File: config.mk
export PLATFORM = sky130hd
export DESIGN_NAME = ripple_count_sampler_flat
export DESIGN_NICKNAME = d
export VERILOG_FILES = /design/src/rtl/ripple_count_sampler_if.sv /design/src/rtl/ripple_count_sampler.sv /design/src/flat_wrapper.sv
export SDC_FILE = /design/constraint.sdc
export NUM_CORES = 1
export LEC_CHECK = 0
export ABC_AREA = 1
export CAP_MARGIN = 0
export CORE_ASPECT_RATIO = 1.2
export CORE_MARGIN = 10
export CORE_UTILIZATION = 50
export CTS_BUF_LIST = sky130_fd_sc_hd__clkbuf_4 sky130_fd_sc_hd__clkbuf_8
export DETAILED_ROUTE_END_ITERATION = 16
export GPL_ROUTABILITY_DRIVEN = 0
export GPL_TIMING_DRIVEN = 0
export PLACE_DENSITY = 0.79
export SLEW_MARGIN = 40
export SYNTH_ARGS = -nofsm -noshare
export SYNTH_HDL_FRONTEND = slang
export SYNTH_SLANG_ARGS = --single-unit
export TNS_END_PERCENT = 20
File: constraint.sdc
create_clock -name clk -period 3.2 [get_ports clk]
set_clock_uncertainty 0.1 [all_clocks]
set_input_delay 0.32 -clock clk [delete_from_list [all_inputs] [get_ports clk]]
set_output_delay 0.32 -clock clk [all_outputs]
set_load 0.02 [all_outputs]
File: src/rtl/ripple_count_sampler_if.sv
// ----------------------------------------------------------------------------
// ripple_count_sampler_if
// Snapshot readout bundle of the ripple count sampler.
//   snap_req    requester -> sampler  capture request (level, sampled per edge)
//   snap_valid  sampler -> consumer   a captured snapshot is being held
//   snap_ready  consumer -> sampler   consumer accepts the held snapshot
//   snap_data   sampler -> consumer   captured extended count
// Modports:
//   master  sampler side (drives snap_valid/snap_data)
//   slave   requester/consumer side (drives snap_req/snap_ready)
// ----------------------------------------------------------------------------
interface ripple_count_sampler_if #(
  parameter int EXT_W = 16
) ();
  logic             snap_req;
  logic             snap_valid;
  logic             snap_ready;
  logic [EXT_W-1:0] snap_data;

  modport master (
    input  snap_req,
    input  snap_ready,
    output snap_valid,
    output snap_data
  );

  modport slave (
    output snap_req,
    output snap_ready,
    input  snap_valid,
    input  snap_data
  );
endinterface

File: src/rtl/ripple_count_sampler.sv
// ----------------------------------------------------------------------------
// ripple_count_sampler
// Consumes the value of a free-running asynchronous ripple counter: brings it
// into the clk domain through a two-flop synchronizer, rejects transient codes
// that do not stay put for STABLE_N consecutive edges, and accumulates the
// wrap-aware step count into a wide extended counter. Also provides a
// threshold crossing pulse and a valid/ready snapshot readout.
//
// Optional feature macro: RIPPLE_SAMPLER_GLITCH_CNT_EN
//   defined   -> glitch_cnt_o present: saturating count of rejected codes
//   undefined -> port and logic absent
//
// Ports:
//   clk           system clock, rising edge
//   reset         asynchronous, active-high
//   cnt_in_i      ripple counter value, asynchronous to clk
//   clr_i         synchronous clear of ext_count_o and overflow_o
//   thresh_i      threshold for thresh_hit_o
//   ext_count_o   extended accumulated count
//   overflow_o    sticky: ext_count_o wrapped past 2^EXT_W-1
//   thresh_hit_o  one-cycle pulse when ext_count_o crosses thresh_i upward
//   glitch_cnt_o  rejected code count (feature macro only)
//   snap          snapshot readout (master side)
// ----------------------------------------------------------------------------
module ripple_count_sampler #(
  parameter int IN_W     = 4,
  parameter int EXT_W    = 16,
  parameter int STABLE_N = 2
) (
  input  logic             clk,
  input  logic             reset,
  input  logic [IN_W-1:0]  cnt_in_i,
  input  logic             clr_i,
  input  logic [EXT_W-1:0] thresh_i,
  output logic [EXT_W-1:0] ext_count_o,
  output logic             overflow_o,
  output logic             thresh_hit_o,
`ifdef RIPPLE_SAMPLER_GLITCH_CNT_EN
  output logic [7:0]       glitch_cnt_o,
`endif
  ripple_count_sampler_if.master snap
);

  localparam int              STAB_W   = $clog2(STABLE_N + 1);
  localparam logic [STAB_W-1:0] STAB_MAX = STAB_W'(STABLE_N);

  logic [IN_W-1:0]   s1_q, s2_q;
  logic [IN_W-1:0]   acc_q, acc_d;
  logic [STAB_W-1:0] stab_q, stab_d;
  logic [EXT_W-1:0]  ext_q, ext_d;
  logic              ovf_q, ovf_d;
  logic              hit_q, hit_d;
  logic              snap_valid_q, snap_valid_d;
  logic [EXT_W-1:0]  snap_data_q, snap_data_d;

  logic              s2_changed;
  logic              update;
  logic [IN_W-1:0]   delta;
  logic [EXT_W:0]    sum;

  always_comb begin
    s2_changed = (s1_q != s2_q);

    // stab counts edges on which s2 has held its current value
    if (s2_changed) begin
      stab_d = STAB_W'(1);
    end else if (stab_q == STAB_MAX) begin
      stab_d = stab_q;
    end else begin
      stab_d = stab_q + STAB_W'(1);
    end

    // Accept on the edge where stability is reached; s1_q equals s2_q then,
    // so s1_q is the value s2 holds after this edge.
    update = (stab_d == STAB_MAX) && (s1_q != acc_q);
    delta  = s1_q - acc_q;                     // modulo 2^IN_W, handles wrap
    sum    = {1'b0, ext_q} + (EXT_W + 1)'(delta);

    acc_d = update ? s1_q : acc_q;
    ext_d = ext_q;
    ovf_d = ovf_q;
    if (clr_i) begin
      // clear still keeps the events accepted on this same edge
      ext_d = update ? EXT_W'(delta) : '0;
      ovf_d = 1'b0;
    end else if (update) begin
      ext_d = sum[EXT_W-1:0];
      ovf_d = ovf_q | sum[EXT_W];
    end

    hit_d = !clr_i && (ext_q < thresh_i) && (ext_d >= thresh_i);

    // snapshot takes the pre-update count; requests while holding are ignored
    snap_valid_d = snap_valid_q;
    snap_data_d  = snap_data_q;
    if (!snap_valid_q) begin
      if (snap.snap_req) begin
        snap_valid_d = 1'b1;
        snap_data_d  = ext_q;
      end
    end else if (snap.snap_ready) begin
      snap_valid_d = 1'b0;
    end
  end

  always_ff @(posedge clk or posedge reset) begin
    if (reset) begin
      s1_q         <= '0;
      s2_q         <= '0;
      acc_q        <= '0;
      stab_q       <= '0;
      ext_q        <= '0;
      ovf_q        <= 1'b0;
      hit_q        <= 1'b0;
      snap_valid_q <= 1'b0;
      snap_data_q  <= '0;
    end else begin
      s1_q         <= cnt_in_i;
      s2_q         <= s1_q;
      acc_q        <= acc_d;
      stab_q       <= stab_d;
      ext_q        <= ext_d;
      ovf_q        <= ovf_d;
      hit_q        <= hit_d;
      snap_valid_q <= snap_valid_d;
      snap_data_q  <= snap_data_d;
    end
  end

`ifdef RIPPLE_SAMPLER_GLITCH_CNT_EN
  logic [7:0] glitch_q, glitch_d;

  // a code that s2 abandons before it became stable was never accepted
  always_comb begin
    glitch_d = glitch_q;
    if (clr_i) begin
      glitch_d = '0;
    end else if (s2_changed && (stab_q < STAB_MAX) && (glitch_q != 8'hFF)) begin
      glitch_d = glitch_q + 8'd1;
    end
  end

  always_ff @(posedge clk or posedge reset) begin
    if (reset) begin
      glitch_q <= '0;
    end else begin
      glitch_q <= glitch_d;
    end
  end

  assign glitch_cnt_o = glitch_q;
`endif

  assign ext_count_o     = ext_q;
  assign overflow_o      = ovf_q;
  assign thresh_hit_o    = hit_q;
  assign snap.snap_valid = snap_valid_q;
  assign snap.snap_data  = snap_data_q;

endmodule

File: src/flat_wrapper.sv
// flat-port wrapper written by rule: the top's interface ports become plain ports
module ripple_count_sampler_flat 
#(
  parameter int IN_W     = 4,
  parameter int EXT_W    = 16,
  parameter int STABLE_N = 2
)
  (clk, reset, cnt_in_i, clr_i, thresh_i, ext_count_o, overflow_o, thresh_hit_o, snap_snap_req, snap_snap_ready, snap_snap_valid, snap_snap_data);
  ripple_count_sampler_if #(.EXT_W(EXT_W)) snap_i ();
  input  logic clk;
  input  logic reset;
  input  logic [IN_W-1:0] cnt_in_i;
  input  logic clr_i;
  input  logic [EXT_W-1:0] thresh_i;
  output logic [EXT_W-1:0] ext_count_o;
  output logic overflow_o;
  output logic thresh_hit_o;
  input wire logic [$bits(snap_i.snap_req)-1:0] snap_snap_req;
  input wire logic [$bits(snap_i.snap_ready)-1:0] snap_snap_ready;
  output wire logic [$bits(snap_i.snap_valid)-1:0] snap_snap_valid;
  output wire logic [$bits(snap_i.snap_data)-1:0] snap_snap_data;
  assign snap_i.snap_req = snap_snap_req;
  assign snap_i.snap_ready = snap_snap_ready;
  assign snap_snap_valid = snap_i.snap_valid;
  assign snap_snap_data = snap_i.snap_data;
  ripple_count_sampler #(.IN_W(IN_W), .EXT_W(EXT_W), .STABLE_N(STABLE_N)) u_core (.clk(clk), .reset(reset), .cnt_in_i(cnt_in_i), .clr_i(clr_i), .thresh_i(thresh_i), .ext_count_o(ext_count_o), .overflow_o(overflow_o), .thresh_hit_o(thresh_hit_o), .snap(snap_i));
endmodule
-- Yosys cells after proc, flatten, opt, wreduce, memory -nomap -nowiden
Index checks and enable logic that the tools add are counted.
- add/sub/neg operators: 3
- $mul: 0
- divide/modulo/power cells: 0
- $lt $le $gt $ge: 2
- equality and inequality tests: 4
- shifts and indexed selects: 0
- muxes and demuxes: 10
- bitwise gates (word level): 2
- reductions and logical operators: 6
- operators by type and width (operator ; count):
    16-bit two-way mux ; 2
    16-bit by 4-bit adder with 17-bit output ; 1
    16-bit >= comparator ; 1
    16-bit < comparator ; 1
    4-bit != test ; 2
    1-bit two-way mux ; 5
    2-bit == test, second input constant ; 2
    2-bit two-way mux ; 2
    4-bit two-way mux ; 1
    4-bit subtractor ; 1
    1-bit logical AND ; 3
    2-bit by 1-bit adder with 2-bit output, second input constant ; 1
    2-bit AND reduction ; 1
    2-bit nonzero test ; 1
    1-bit zero test ; 1
    1-bit NOT ; 1
    1-bit OR ; 1
- register bits: 49
- latch bits: 0
- bits in writable memories: 0
- ROM bits: 0
- output and inout bits: 35
- memories kept: 0

-- Depth between registers and ports, before layout
Gate-level depths: netlist (run 1).
- depth after elaboration: 9
- mapped depth: 26
- gate-level depth less buffers: 26

-- Least setup slack after synthesis (run 1)
Ideal clock, no wire load.
- path type: register to register
- start point: register u_core.s1_q[0]
- end point: register u_core.hit_q (netlist: u_core.thresh_hit_o)
- setup time: 0.115 ns
- arrival: 3.088 ns
- required time: 2.985 ns
- setup slack: -0.104 ns
- stages on the path, launching flop included: 23
- buffers on the path: 0
- clock period less this slack: 3.304 ns
- cell sequence: dfrtp_1 inv_2 ha_1 inv_1 fa_1 inv_1 fa_1 inv_1 nand3_1 nand2_1 nand2_1 o21ai_0 nand2_1 nand2_1 nand2_1 nor2_1 ha_1 nand2_1 o21ai_0 a21oi_1 nand2_1 nor2_1 nor2_1
- cells in the longest elaborated chain, start to end: 8
- elaborated cells between the ends (all ways): 12
- RTL lines (element ; line ; source):
    from (decl) ; ripple_count_sampler.sv:47 ; logic [IN_W-1:0] s1_q, s2_q;
    from (signal assigned) ; ripple_count_sampler.sv:118 ; s1_q <= cnt_in_i;
    branches (longest 4 deep; another with 16-bit by 4-bit adder with 17-bit output) ; n/a ;
    16-bit two-way mux (*) ; ripple_count_sampler.sv:86 ; end else if (update) begin
    16-bit two-way mux (*) ; ripple_count_sampler.sv:82 ; if (clr_i) begin
    named net u_core.ext_d[10] ; ripple_count_sampler.sv:50 ; logic [EXT_W-1:0] ext_q, ext_d;
    16-bit >= comparator (*) ; ripple_count_sampler.sv:91 ; hit_d = !clr_i && (ext_q < thresh_i) && (ext_d >= thresh_i);
    1-bit logical AND (*) ; ripple_count_sampler.sv:91 ;
    named net u_core.hit_d ; ripple_count_sampler.sv:52 ; logic hit_q, hit_d;
    to (signal assigned) ; ripple_count_sampler.sv:124 ; hit_q <= hit_d;
    to (decl) ; ripple_count_sampler.sv:52 ;
Mark *: on every way through the listed nets, which the timed path passes.
A chain may end at the register's enable or synchronous reset.

-- Final worst setup path (run 1)
- start point: register u_core.acc_q[0]
- end point: register u_core.hit_q (netlist: u_core.thresh_hit_o)
- cells in the longest elaborated chain, start to end: 6
- elaborated cells between the ends (all ways): 9
- RTL lines (element ; line ; source):
    from (decl) ; ripple_count_sampler.sv:48 ; logic [IN_W-1:0] acc_q, acc_d;
    from (signal assigned) ; ripple_count_sampler.sv:110 ; acc_q <= '0;
    from (signal assigned) ; ripple_count_sampler.sv:120 ; acc_q <= acc_d;
    4-bit subtractor or 4-bit != test (tied branches) ; ripple_count_sampler.sv:76, ripple_count_sampler.sv:75 ;
    16-bit by 4-bit adder with 17-bit output or 1-bit logical AND (tied branches) ; ripple_count_sampler.sv:77, ripple_count_sampler.sv:75 ;
    16-bit two-way mux (*) ; ripple_count_sampler.sv:86 ;
    16-bit two-way mux (*) ; ripple_count_sampler.sv:82 ;
    named net u_core.ext_d[11] ; ripple_count_sampler.sv:50 ;
    16-bit >= comparator (*) ; ripple_count_sampler.sv:91 ;
    1-bit logical AND (*) ; ripple_count_sampler.sv:91 ;
    named net u_core.hit_d ; ripple_count_sampler.sv:52 ;
Mark *: on every way through the listed nets, which the timed path passes. The rest lies on a longest branch.

==> out/metrics.cfg, run 1 <==
[finish]
area_delta_synth_final_pct=34.9
final_cell_area_um2=4630
drive_gt1_share_pct=16.1
fin_cells=634
fin_nets=612
diodes=0
fill_cells=527

[clock_network]
clk_latency_ns=0.31
clk_pin_slew_worst_paths_ns=0.09
cts_buffers=5
cts.sinks=49
cts_max_level=2
cts-root-buf=clkbuf_8
cts_buffer_depth=2
cts_tree=yes

[outcome]
status=finished, violations left
violations=setup timing

[place]
dp_hpwl_mm=7.13
port_buffers=58
place_area_um2=4160
place_inst=612

[setup_path]
worst-path-max-fanout=2
critPathRequiredTime_ns=3.31
cp.arrival_ns=3.67
endpoint_kind=register
start_kind=register
crit_type=register to register

[detailed_routing]
via_per_inst=5.55
vias=3517
antenna_left=0
drt-total-wl_mm=9.87
drc=0
wl_per_cell_um=15.6
first_pass_iters=5
drt-initial-drc-count=365

[logic_synthesis]
synth_cells=466
synth_area_leaders=dfrtp_1 36%, nand2_1 16%, ha_1 14%
ys_seq_elements=49
ys.flop_type=dfrtp_1
synth_edf_count=0
synth_common_cells=147 x nand2_1, 72 x inv_1, 49 x dfrtp_1, 39 x ha_1, 35 x nor2_1
synth_most_common_cell=nand2_1
synthesis.area_um2=3430
synth_nets=532
avgSynthCellArea_um2=7.36
yosysTopAreaCell=dfrtp_1
synth_top_area_share_pct=35.8
synthDistinctLibCells=28
ys_warn_count=0
async_flop_share_pct=100
yosysSeqAreaShare_pct=35.8

[sta]
slew_violations=0
max_slew_margin_pct=57.9
rsz0062_at_grt=true
worst_pin_slew_ns=0.631
finalHoldViolations=0
setup_viol=1
fmax_mhz=281
fin_crit_ns=3.55
setup_slack_ns=-0.354
fin_crit_sh_pct=111

[floorplanning]
initial_utilization_pct=50.6
die_y_um=111
core_um2=6770
die_w_um=95.6
dieArea_um2=10600
row_count=33
ios=60

[global_route]
grt_max_degree=28
grt_pass1_wl_mm=15.2
antenna_found_initial=0
grt_pass1_vias=3261
grt_usage_pct=17.5
grt_overflow=0

[power]
p_per_area_nw_per_um2=450
power_mw=2.08
leakage_nw=2.29
ir_worst_vdd_uv=304

[run]
maxCapViolCount=0

[worst_hold_path]
hold_path_class=input port to async pin

## per-layer routing
| metal | part of all wire [%] | GRT usage (%) | vias up |
|---|---|---|---|
| met5 | 0 | 0 | - |
| met4 | 4.4 | 6.80 | 0 |
| met3 | 8.2 | 3.32 | 53 |
| met2 | 48 | 28.6 | 207 |
| met1 | 40 | 21.9 | 1619 |
| li1 | - | - | 1638 |
## critical path, stage by stage (launching register included)
cell     delay (ns)
dfrtp_1        0.43
ha_4           0.19
inv_2          0.06
fa_2           0.44
buf_4          0.16
ha_4           0.26
nand2_2        0.10
a21oi_4        0.16
nand3_2        0.12
nand2_1        0.10
nand2_1        0.08
nand2_1        0.10
nand2_1        0.08
nand2_1        0.07
nor2_1         0.06
ha_1           0.34
a21oi_1        0.16
o21ai_0        0.10
a21oi_1        0.13
nand2_1        0.06
nor2_1         0.10
nor2_1         0.05
## layout by cell type (no fill, tap or decap), types with 6 or more instances in the layout
cell and n:
inv_1 65, inv_2 9, a21oi_2 7, buf_4 14
nor2_1 27, nand2_2 10, dfrtp_1 48, clkdlybuf4s50_1 58
nand2_1 136, ha_1 35, nand3_1 27, o21ai_0 22
nor2_4 6, a21oi_1 13, nand4_1 8
## final cells by class
class	count	area (µm²)	share of cell area [%]
multi-input combinational	334	2110	45.6
buffer	8	48.8	1.05
tap	87	109	2.35
sequential	49	1230	26.5
timing repair buffer	73	709	15.3
clock inverter	3	68.8	1.49
clock buffer	5	68.8	1.49
inverter	75	284	6.14
## final timing paths
check | startpoint | endpoint | slack, ns | depth (start not counted)
worst max-delay path | u_core.acc_q[0]$_DFFE_PP0P_ | u_core.thresh_hit_o$_DFF_PP0_ | -0.35 | 21
worst min-delay path | reset | u_core.snap.snap_data[14]$_DFFE_PP0P_ | 0.21 | 2
worst max register to register | u_core.acc_q[0]$_DFFE_PP0P_ | u_core.thresh_hit_o$_DFF_PP0_ | -0.35 | 21
worst min register to register | u_core.s1_q[3]$_DFF_PP0_ | u_core.s2_q[3]$_DFF_PP0_ | 0.39 | 0
max in group asynchronous | reset | u_core.s1_q[1]$_DFF_PP0_ | 2.33 | 3
min in group clk | cnt_in_i[1] | u_core.s1_q[1]$_DFF_PP0_ | 0.34 | 1
## per-stage QoR
step           setup slack (ns)  utilization [%]  TNS, ns  hold WS (ns)
4_1_cts                  -0.167             66.8   -0.167         0.220
3_3_place_gp             -0.352             61.0   -0.352         0.317
2_1_floorplan           0.00308                -        0         0.251
3_5_place_dp             -0.442             61.4   -0.442         0.322
6_report                 -0.354             68.3   -0.354         0.212
5_1_grt                  -0.467             68.3   -0.467         0.227
## what timing repair did
action                                  in CTS  in global routing
resized for setup                           34                 24
pin swaps                                   23                 25
buffers inserted                            13                  1
hold buffers                                 0                  0
endpoints found under the setup margin       1                  1
## state kept, by name (all words and copies together), names as in the netlist
signal and count:
u_core.snap.snap_valid 1, u_core.s1_q 4, u_core.overflow_o 1, u_core.thresh_hit_o 1
u_core.stab_q 2, u_core.s2_q 4, u_core.snap.snap_data 16, u_core.acc_q 4
u_core.ext_count_o 16
## report_power, final
part	total, mW	switching (mW)	internal (mW)
clock network	0.534	0.219	0.315
logic	0.839	0.474	0.365
registers	0.708	0.0424	0.666
total	2.08	0.736	1.34
## cell families (layout without fill, tap and decap cells)
family,count (synthesis),in the layout,synth area share (%)
AO/OA/AOI/OAI,53,53,8.14
XOR/XNOR,7,7,1.79
adder cells (fa/ha/maj),41,41,15.4
buffers and inverters,83,164,9.64
flip-flops,49,49,35.8
multiplexers,1,1,0.328
AND/OR/NAND/NOR,232,232,28.9
Note: power is estimated with default switching activity, not from simulation.
==> inputs of run 2 (changes only) <==
CORE_ASPECT_RATIO = 1.1   (was 1.2)
==> run 2 against run 1 <==
Net effect:
- the flow still finishes with violations (setup timing)
- combinational power grew 13%
- final cell count is the same
- worst setup slack gained 0.036 ns
- routed wire length grew 2.6%
- first-iteration DRC count grew 24%
- critical path depth is the same
- clock power shrank 28%
- final area grew 1.6%
- global-route usage grew 0.60 points
- sequential power grew 0.7%
- non-clock buffer count grew 5
- critical endpoint unchanged
==> out/metrics.cfg, run 2 (synthesis gave the netlist of run 1 again) <==
[outcome]
status=finished, violations left
violations=setup timing

[global_route]
grt_max_degree=26
antenna_found_initial=0
grt_usage_pct=18.1
grt_pass1_wl_mm=16.1
grt_pass1_vias=3429
grt_overflow=0

[setup_path]
path_buf_inv=2
cp.arrival_ns=3.63
crit_type=register to register
worst-path-max-fanout=4
cpPeakStageDelay_ns=0.43
critPathRequiredTime_ns=3.32
r2r-start=u_core.s1_q[2]$_DFF_PP0_
reg2reg_depth=21
reg2reg_slack_ns=-0.32
timing.rr.end=u_core.thresh_hit_o$_DFF_PP0_
cpMostUsedCell=nand2_1
cp_cell_sequence=ha_4 > nand2_2 > o21ai_2 > xor2_2 > ha_4 > buf_4 > nand2_2 > inv_1 > nand3_2 > nand3_1 > nand2_1 > nand3_1 > a21oi_2 > ha_4 > a21oi_2 > o21a_1 > nand2_1 > nand2_1 > nand2_1 > nor2_2 > nor2_1
start_kind=register
critPathTopFamily=simple AND/OR/NAND/NOR gates
slowest_stage=dfrtp_1
endpoint_kind=register

[power]
p_int_mw=1.27
p_sw_share_pct=37.9
p_per_area_nw_per_um2=434
p_clk_share_pct=18.8
leakage_nw=2.31
pwr-share-seq_pct=34.9
p_sw_mw=0.772
combinationalPowerShare_pct=46.3
ir_worst_vdd_uv=268

[finish]
utilization_pct=70.9
diodes=0
fin_cells=634
fin_nets=617
area_delta_synth_final_pct=37.1
final_cell_area_um2=4700
drive_gt1_share_pct=19.4
layout_commonest_cell=nand2_1
final_cell_mix=133 x nand2_1, 64 x inv_1, 58 x clkdlybuf4s50_1

[sta]
slew_violations=0
setup_viol=1
fmax_mhz=284
worst_pin_slew_ns=0.698
finalHoldViolations=0
fin_crit_sh_pct=110
hold_ws_ns=0.218
tns_ns=-0.318
rsz0062_at_grt=true
max_slew_margin_pct=53.5
setup_slack_ns=-0.318
fin_crit_ns=3.52

[floorplanning]
core_um2=6630
dieArea_um2=10600
row_count=31
die_y_um=107
die_w_um=99.0
ios=60
initial_utilization_pct=51.7

[worst_hold_path]
hold_path_class=input port to async pin

[place]
place_inst=607
port_buffers=58
place_area_um2=4150
dp_hpwl_mm=6.98

[detailed_routing]
wl_per_cell_um=16.0
first_pass_iters=6
drc=0
drt-total-wl_mm=10.1
antenna_left=0
drt-initial-drc-count=451
via_per_inst=5.55
vias=3518

[clock_network]
cts-root-buf=clkbuf_8
cts_max_level=2
cts_buffer_depth=2
cts.sinks=49
hold_buffers=0
cts_buffers=5
clk_latency_ns=0.31
clk_pin_slew_worst_paths_ns=0.09
cts_tree=yes

[run]
maxCapViolCount=0

run 2: final cells by class:
type | instances | area, µm²
multi-input cells | 334 | 2190
fillers | 501 | 1930
flip-flops and latches | 49 | 1230
repair buffers | 78 | 751
inverters | 75 | 284
well taps | 82 | 103
clock buffers | 7 | 83.8
plain buffers | 8 | 48.8
clock inverters | 1 | 7.51
run 2: through the flow:
stage | power (mW) | setup slack, ns
finish | 2.04 | -0.318
global route | 2.14 | -0.505
CTS | 1.87 | -0.194
detailed placement | 1.27 | -0.445
global placement | 1.24 | -0.355
floorplan | 1.10 | 0.00308
run 2: layer usage:
layer  wire [µm]  GRT usage [%]  part of all wire [%]  vias to the layer above
met5           0              0                     0                        -
li1            -              -                     -                     1648
met4         301           7.17                   3.0                        0
met2        4890           31.2                    48                      194
met3         915           3.92                   9.0                       33
met1        4010           21.4                    40                     1643
run 2: worst max-delay path by stage:
| stage | start | end | cells past startpoint |
|---|---|---|---|
| after detailed placement | u_core.s1_q[0]$_DFF_PP0_ | u_core.thresh_hit_o$_DFF_PP0_ | 22 |
| after global routing | u_core.acc_q[1]$_DFFE_PP0P_ | u_core.thresh_hit_o$_DFF_PP0_ | 23 |
| final | u_core.s1_q[2]$_DFF_PP0_ | u_core.thresh_hit_o$_DFF_PP0_ | 21 |
| after global placement | u_core.s1_q[0]$_DFF_PP0_ | u_core.thresh_hit_o$_DFF_PP0_ | 22 |
| after floorplan | u_core.s1_q[0]$_DFF_PP0_ | u_core.thresh_hit_o$_DFF_PP0_ | 22 |
| after CTS | u_core.s1_q[0]$_DFF_PP0_ | u_core.thresh_hit_o$_DFF_PP0_ | 21 |
run 2: power groups by stage:
| stage | clock [mW] | sequential, mW | combinational (mW) |
|---|---|---|---|
| 2_1_floorplan | 0 | 0.732 | 0.363 |
| 3_3_place_gp | 0 | 0.711 | 0.528 |
| 3_5_place_dp | 0 | 0.715 | 0.557 |
| 4_1_cts | 0.386 | 0.706 | 0.774 |
| 5_1_grt | 0.412 | 0.718 | 1.01 |
| 6_report | 0.384 | 0.713 | 0.944 |
run 2: what timing repair did:
item	CTS	global route
resized for setup	49	28
setup buffers	13	6
setup endpoints to repair	1	1
pin swaps	31	39
